### src/rtl/cnt_ctrl_pkg.sv
// Shared encodings for the cnt_ctrl run-control sequencer.
package cnt_ctrl_pkg;

  typedef enum logic [1:0] {
    IDLE  = 2'b00,
    RUN   = 2'b01,
    PAUSE = 2'b10
  } state_t;

  localparam logic [1:0] OP_START = 2'b00;
  localparam logic [1:0] OP_STOP  = 2'b01;
  localparam logic [1:0] OP_CLEAR = 2'b10;
  localparam logic [1:0] OP_LOAD  = 2'b11;

endpackage

### src/rtl/cnt_prescaler.sv
// Clock-enable prescaler: counts 0..DIV-1 while enabled, strobes wrap_c on the last phase.
module cnt_prescaler #(
  parameter int unsigned DIV = 5
) (
  input  logic clk,
  input  logic rst,
  input  logic en,
  input  logic clr,
  output logic wrap_c
);

  localparam int unsigned PW = $clog2(DIV);

  logic [PW-1:0] r_cnt;

  assign wrap_c = en && (r_cnt == PW'(DIV - 1));

  // clr has priority so a CLEAR landing on a wrap edge restarts the phase
  always_ff @(posedge clk or negedge rst) begin
    if (!rst) begin
      r_cnt <= '0;
    end else if (clr) begin
      r_cnt <= '0;
    end else if (wrap_c) begin
      r_cnt <= '0;
    end else if (en) begin
      r_cnt <= r_cnt + PW'(1);
    end
  end

endmodule

### src/rtl/cnt_ctrl.sv
// Run-control sequencer for the mod-N event counter; one-shot START mode
// is built in when CNT_CTRL_ONESHOT_EN is defined.
module cnt_ctrl
  import cnt_ctrl_pkg::*;
#(
  parameter int unsigned WIDTH       = 4,
  parameter int unsigned DIV         = 5,
  parameter int unsigned DEFAULT_MOD = 10
) (
  input  logic             clk,
  input  logic             rst,
  input  logic             cmd_valid,
  output logic             cmd_ready,
  input  logic [1:0]       cmd_op,
  input  logic [WIDTH-1:0] cmd_data,
  output logic             cmd_err,
  output logic [WIDTH-1:0] count,
  output logic             tick,
  output logic             tc,
  output logic [1:0]       state
);

`ifdef CNT_CTRL_ONESHOT_EN
  localparam bit ONESHOT = 1'b1;
`else
  localparam bit ONESHOT = 1'b0;
`endif

  state_t           r_state, w_state_nxt;
  logic [WIDTH-1:0] r_count, w_count_nxt;
  logic [WIDTH-1:0] r_mod, w_mod_nxt;
  logic             r_tick, w_tick_nxt;
  logic             r_tc, w_tc_nxt;
  logic             r_err, w_err_nxt;
  logic             r_ready, w_ready_nxt;
  logic             r_oneshot, w_oneshot_nxt;

  logic w_accept, w_wrap, w_last, w_psc_en, w_psc_clr;

  assign w_accept  = cmd_valid && r_ready;
  assign w_psc_en  = (r_state == RUN);
  assign w_psc_clr = w_accept && ((cmd_op == OP_CLEAR) ||
                                  ((cmd_op == OP_STOP) && (r_state == PAUSE)));
  // mod==0 wraps naturally to all-ones, giving a full 2^WIDTH cycle
  assign w_last    = (r_count == (r_mod - WIDTH'(1)));

  cnt_prescaler #(
    .DIV (DIV)
  ) u_prescaler (
    .clk    (clk),
    .rst    (rst),
    .en     (w_psc_en),
    .clr    (w_psc_clr),
    .wrap_c (w_wrap)
  );

  // Next-state: the counter advance is applied first, then commands override it
  always_comb begin
    w_state_nxt   = r_state;
    w_count_nxt   = r_count;
    w_mod_nxt     = r_mod;
    w_tick_nxt    = 1'b0;
    w_tc_nxt      = 1'b0;
    w_err_nxt     = 1'b0;
    w_ready_nxt   = !w_accept;
    w_oneshot_nxt = r_oneshot;

    if (w_wrap) begin
      w_tick_nxt  = 1'b1;
      w_tc_nxt    = w_last;
      w_count_nxt = w_last ? '0 : (r_count + WIDTH'(1));
      if (r_oneshot && w_last) begin
        w_state_nxt = IDLE;
      end
    end

    if (w_accept) begin
      case (cmd_op)
        OP_START: begin
          if (r_state != RUN) begin
            w_state_nxt   = RUN;
            w_oneshot_nxt = ONESHOT && cmd_data[0];
          end
        end
        OP_STOP: begin
          w_oneshot_nxt = 1'b0;
          if (r_state == RUN) begin
            w_state_nxt = PAUSE;
          end else if (r_state == PAUSE) begin
            w_state_nxt = IDLE;
          end
        end
        OP_CLEAR: begin
          w_count_nxt = '0;
          w_tick_nxt  = 1'b0;
          w_tc_nxt    = 1'b0;
          w_state_nxt = r_state;
        end
        OP_LOAD: begin
          if (r_state == RUN) begin
            w_err_nxt = 1'b1;
          end else begin
            w_mod_nxt   = cmd_data;
            w_count_nxt = '0;
          end
        end
        default: ;
      endcase
    end
  end

  always_ff @(posedge clk or negedge rst) begin
    if (!rst) begin
      r_state   <= IDLE;
      r_count   <= '0;
      r_mod     <= WIDTH'(DEFAULT_MOD);
      r_tick    <= 1'b0;
      r_tc      <= 1'b0;
      r_err     <= 1'b0;
      r_ready   <= 1'b1;
      r_oneshot <= 1'b0;
    end else begin
      r_state   <= w_state_nxt;
      r_count   <= w_count_nxt;
      r_mod     <= w_mod_nxt;
      r_tick    <= w_tick_nxt;
      r_tc      <= w_tc_nxt;
      r_err     <= w_err_nxt;
      r_ready   <= w_ready_nxt;
      r_oneshot <= w_oneshot_nxt;
    end
  end

  assign cmd_ready = r_ready;
  assign cmd_err   = r_err;
  assign count     = r_count;
  assign tick      = r_tick;
  assign tc        = r_tc;
  assign state     = r_state;

endmodule

### config.mk
export PLATFORM = sky130hd
export DESIGN_NAME = cnt_ctrl
export DESIGN_NICKNAME = d
export VERILOG_FILES = /design/src/rtl/cnt_ctrl_pkg.sv /design/src/rtl/cnt_prescaler.sv /design/src/rtl/cnt_ctrl.sv
export SDC_FILE = /design/constraint.sdc
export NUM_CORES = 1
export LEC_CHECK = 0
export CORE_MARGIN = 5
export CORE_UTILIZATION = 35
export CTS_CLUSTER_SIZE = 25
export DETAILED_ROUTE_END_ITERATION = 10
export GPL_TIMING_DRIVEN = 1
export SETUP_SLACK_MARGIN = 0.2
export SYNTH_ARGS = -nofsm -noshare
export SYNTH_HDL_FRONTEND = slang
export SYNTH_SLANG_ARGS = --single-unit
### constraint.sdc
create_clock -name clk -period 1.85 [get_ports clk]
set_input_delay 0.2775 -clock clk [delete_from_list [all_inputs] [get_ports clk]]
set_output_delay 0.2775 -clock clk [all_outputs]
set_load 0.02 [all_outputs]
==> results of run 1 <==
## flip-flops by register name (all words and copies together), names as in the netlist
register,flops
tick,1
r_mod,4
count,4
state,2
cmd_ready,1
cmd_err,1
tc,1
u_prescaler.r_cnt,3
## routing by layer
metal / vias up / global-route usage, %
li1: 333 / -
met1: 297 / 14.7
met2: 16 / 17.0
met3: 2 / 4.54
met4: 0 / 1.90
met5: - / 0
## synthesized netlist by cell type
| library cell | count |
|---|---|
| nand3_1 | 2 |
| nor3_1 | 3 |
| nand4_1 | 2 |
| o2111ai_1 | 1 |
| a21oi_1 | 4 |
| nor2_1 | 8 |
| a21oi_2 | 1 |
| xnor3_1 | 1 |
| and4b_1 | 1 |
| ha_1 | 4 |
| nand2_1 | 9 |
| o21ai_0 | 6 |
| xnor2_1 | 3 |
| mux2_2 | 1 |
| o21ai_2 | 1 |
| dfrtp_1 | 14 |
| or2_2 | 1 |
| dfstp_2 | 3 |
| xor2_1 | 4 |
| and4bb_2 | 1 |
| nand4_2 | 1 |
| or2b_2 | 1 |
| buf_6 | 1 |
| nand3b_1 | 1 |
| nor2_4 | 1 |
| inv_1 | 5 |
| mux2_1 | 1 |
| nor3b_1 | 1 |
| and2b_4 | 1 |
## critical path, stage by stage, from the launching register on
cell	delay [ns]
dfstp_2	0.54
inv_1	0.05
ha_1	0.28
xor2_1	0.18
nand4_2	0.15
o21ai_4	0.21
nor2_1	0.07
## cell families after synthesis
| group | share of synthesized area (%) |
|---|---|
| compound gates | 8.68 |
| xor+xnor | 9.53 |
| fa+ha+maj | 5.69 |
| buf+inv | 3.41 |
| flops | 48.8 |
| mux | 2.56 |
| simple gates | 21.3 |
## what timing repair did
item	in CTS	in global routing
resized for setup	5	2
endpoints found under the setup margin	5	5
hold buffers	0	0
## worst paths after layout
path,startpoint,end,slack [ns],depth (start not counted)
max,r_mod[1],count[3],0.26,6
min,rst,tc,0.31,2
max reg2reg,r_mod[1],count[3],0.26,6
min reg2reg,r_mod[1],r_mod[1],0.53,2
max in group asynchronous,rst,r_mod[3],1.29,2
min in group clk,r_mod[1],r_mod[1],0.53,2
## final cells by class
type / count / area (µm²)
inverter: 5 / 18.8
sequential: 17 / 429
clock buffer: 4 / 26.3
multi-input combinational: 60 / 428
fill: 252 / 1300
tap: 30 / 37.5
timing repair buffer: 20 / 191
## power by group
group          total [mW]  internal (mW)  switching (mW)  leakage (nW)
Combinational       0.399          0.195           0.204         0.297
Sequential          0.546          0.464          0.0818         0.217
Clock               0.193         0.0837           0.109        0.0150
Total                1.14          0.743           0.394         0.529
## stage by stage
stage / cell area, µm² / setup WS, ns
2_1_floorplan: 880 / 0.367
3_3_place_gp: 1100 / 0.206
3_5_place_dp: 1100 / 0.162
4_1_cts: 1120 / 0.201
5_1_grt: 1130 / 0.181
6_report: 1130 / 0.257
==> flow_summary.toml, run 1 <==
[routing]
top_layer = "met4"
routed_wl_mm = 1.69
vias = 648
wl_met3_um = 129
wl_met2_um = 719
dr.pass1.iters = 4
first_iter_violations = 15
drt.antenna.violating_nets = 0
avgRoutedWirePerCell_um = 12.4
drc = 0
viasPerCell = 4.76
met1Wirelength_um = 829

[clocking]
postCtsSetupBuffers = 0
path_clk_slew_ns = 0.09
clock-sinks = 17
root_buffer = "clkbuf_4"
clock_latency_ns = 0.28
clk_path_buf_depth = 2
cts_tree = "yes"
cts_buffers = 3
ctsHtreeMaxLevel = 1

[grt]
antenna_found_initial = 0
grt_pass1_vias = 707
track_usage_pct = 11.1
grt_pass1_wl_mm = 3.02
grt_max_degree = 18
grt_overflow = 0

[sta]
worstMarginPinSlew_ns = 0.344
post-route-period-util_pct = 86.1
hold_violations = 0
setup_viol = 0
period_minus_slack_ns = 1.59
max_freq_mhz = 628
fin_setup_tns_ns = 0
finalClockSkew_ns = 0.00359
final_max_slew_viol_count = 0
worst_hold_slack_ns = 0.310
grt_setup_unrepaired = "yes"
max_slew_margin_pct = 76.9

[floorplan]
rows = 18
die_x_um = 60.1
start_util_pct = 36.2
chipHeight_um = 60.1
dieArea_mm2 = 0.00362
ios = 19
core_mm2 = 0.00243

[placement]
hpwlAfterDp_mm = 1.32
gp_congestion = 0.790
dp_cells = 132
io_buffers = 18

[power_and_ir_drop]
ir_drop_v = 0.000653
power_mw = 1.14
pwr_density_cell_mw_per_mm2 = 1010
leakage_nw = 0.529

[finish]
final_cells = 136
syn2layout_area_growth_pct = 28.6
antennaDiodeCount = 0
nets = 120
final_common_cell = "dfrtp_1"
layout-drive-gt1-share_pct = 16.0
finish.utilization_pct = 46.5
final_cell_mix = "dfrtp_1 (14), clkdlybuf4s50_1 (12), nand2_1 (9)"

[yosys]
synthCells = 83
seq_area_frac_synth_pct = 48.8
synth.distinct_cells = 29
ys_ff_latch = 17
ys_warn_count = 0
synth_top_cell_by_area = "dfrtp_1"
avgSynthCellArea_um2 = 10.6
synth_top_area_share_pct = 39.8
synth_area_um2 = 880
syn_nets = 96
yosys-top-cells-area = "dfrtp_1 (40%), dfstp_2 (9.0%), ha_1 (5.7%), xor2_1 (4.0%), nand2_1 (3.8%)"

[worst_hold_path]
hold_class = "input port to async pin"

[worst_setup_path]
critPathKind = "flop to flop"
required_ns = 2.02
crit_path_max_fanout = 4
end_kind = "flop"
worstPathArrival_ns = 1.77
start_kind = "flop"

[job]
cap_violations = 0

[status]
status = "complete, no violations"
No activity file was read; power rests on OpenSTA's default activity.
==> run 2, diff against run 1 <==
CTS_CLUSTER_DIAMETER = 80   (was not set)
==> results of run 2 <==
Final layout, timing and power as in run 1 (identical DEF).
==> RTL change: new RTL, settings of run 2 <==
`DEFAULT_MOD`: 10 -> 8.
--- a/src/rtl/cnt_ctrl.sv
+++ b/src/rtl/cnt_ctrl.sv
@@ -5,7 +5,7 @@
 #(
   parameter int unsigned WIDTH       = 4,
   parameter int unsigned DIV         = 5,
-  parameter int unsigned DEFAULT_MOD = 10
+  parameter int unsigned DEFAULT_MOD = 8
 ) (
   input  logic             clk,
   input  logic             rst,
Formal check against the unedited RTL: no difference found for any inputs over 10 cycles, from zero or initial values and one cycle with rst low; that may be too few to reach the edited logic, so the function may still have changed.
==> RTL change against run 2 <==
Sequential power shrank 2%. Sequential cell count stayed put. Critical endpoint unchanged. Final area up 0.22%. Wire length increased by 1.2%. Largest cell class is now multi-input gates. Setup slack better by 79 ps. Total power shrank 0.26%. Area after synthesis is 0.14% lower. Fmax grew 5.2%.
==> RTL change: results <==
group,metric,value,unit
outcome,outcome,"finished clean",
clock_network,clk_latency,290,ps
logic_synthesis,yosysSeqAreaShare,48.7,%
timing,worst_pin_slew,430,ps
global_route,grtUsageMet3,5.62,%
logic_synthesis,synth_area_leaders,"dfrtp_1 43%, dfstp_2 6.0%, ha_1 5.7%",
worst_setup_path,slowest_stage,"dfrtp_1",
place,placed_cell_area,1100,µm²
global_route,grt_pass1_wl,3070,µm
global_route,grt_usage,11.6,%
finish,fillers,249,
logic_synthesis,synth_adder_area_share,5.70,%
global_route,grt_util_met1,13.3,%
logic_synthesis,synth-xor-area-share,9.54,%
timing,fin_skew,0.932,ps
timing,fin_hold_ws,299,ps
worst_setup_path,arrival,1700,ps
routing,wl_per_cell,12.6,µm
power,total_leakage_power,0.549,nW
logic_synthesis,muxShareOfSynthArea,2.56,%
logic_synthesis,synth.top_cells.by_count,"15 x dfrtp_1, 9 x nand2_1, 8 x nor2_1",
worst_setup_path,startpoint,"u_prescaler.r_cnt[0]",
logic_synthesis,ys_warn_count,0,
place,dp_hpwl,1300,µm
power,combinationalPower,0.000395,W
global_route,met2_usage,18.5,%
power,powerClk,0.000202,W
global_route,grt_pass1_vias,717,
logic_synthesis,synth_top_cell_area_share,42.7,%
clock_network,htreeDepth,1,
worst_setup_path,r2r_slack,340,ps
global_route,grt_max_degree,18,
logic_synthesis,synth_compound_area_share,8.69,%
place,pre_cts_ws,152,ps
routing,drt_iter0_markers,19,
worst_setup_path,critPathMaxStageDelay,400,ps
power,powerSeq,0.000537,W
power,vdd_drop_max,0.523,mV
power,p_int,0.000737,W
worst_setup_path,path_delay_family,"simple AND/OR/NAND/NOR gates",
[RTL change: cell types whose count changed in the layout (fill, tap and decap cells not counted)]
cell,change
and4b_1,-1
and4b_2,+1
clkdlybuf4s50_1,-1
dfrtp_1,+1
dfstp_2,-1
dlymetal6s2s_1,+1
[RTL change: cells by family (layout without fill, tap and decap cells)]
kind of cell / Yosys count / count (layout)
AO/OA/AOI/OAI: 13 / 13
AND/OR/NAND/NOR: 33 / 33
flip-flops: 17 / 17
buffers and inverters: 6 / 29
XOR/XNOR: 8 / 8
adder cells (fa/ha/maj): 4 / 4
multiplexers: 2 / 2
[RTL change: routing by layer]
layer  wire length [µm]  share of wire (%)
met4                 20                1.2
met3                149                8.7
met1                795                 47
met2                743                 43
met5                  0                  0
[RTL change: cell type report]
cell class                      count  area, µm²  area share (%)
Clock buffer                        4       26.3            2.32
Inverter                            5       18.8            1.66
Multi-Input combinational cell     60        429            37.9
Sequential cell                    17        428            37.7
Tap cell                           30       37.5            3.31
Timing Repair Buffer               20        194            17.1
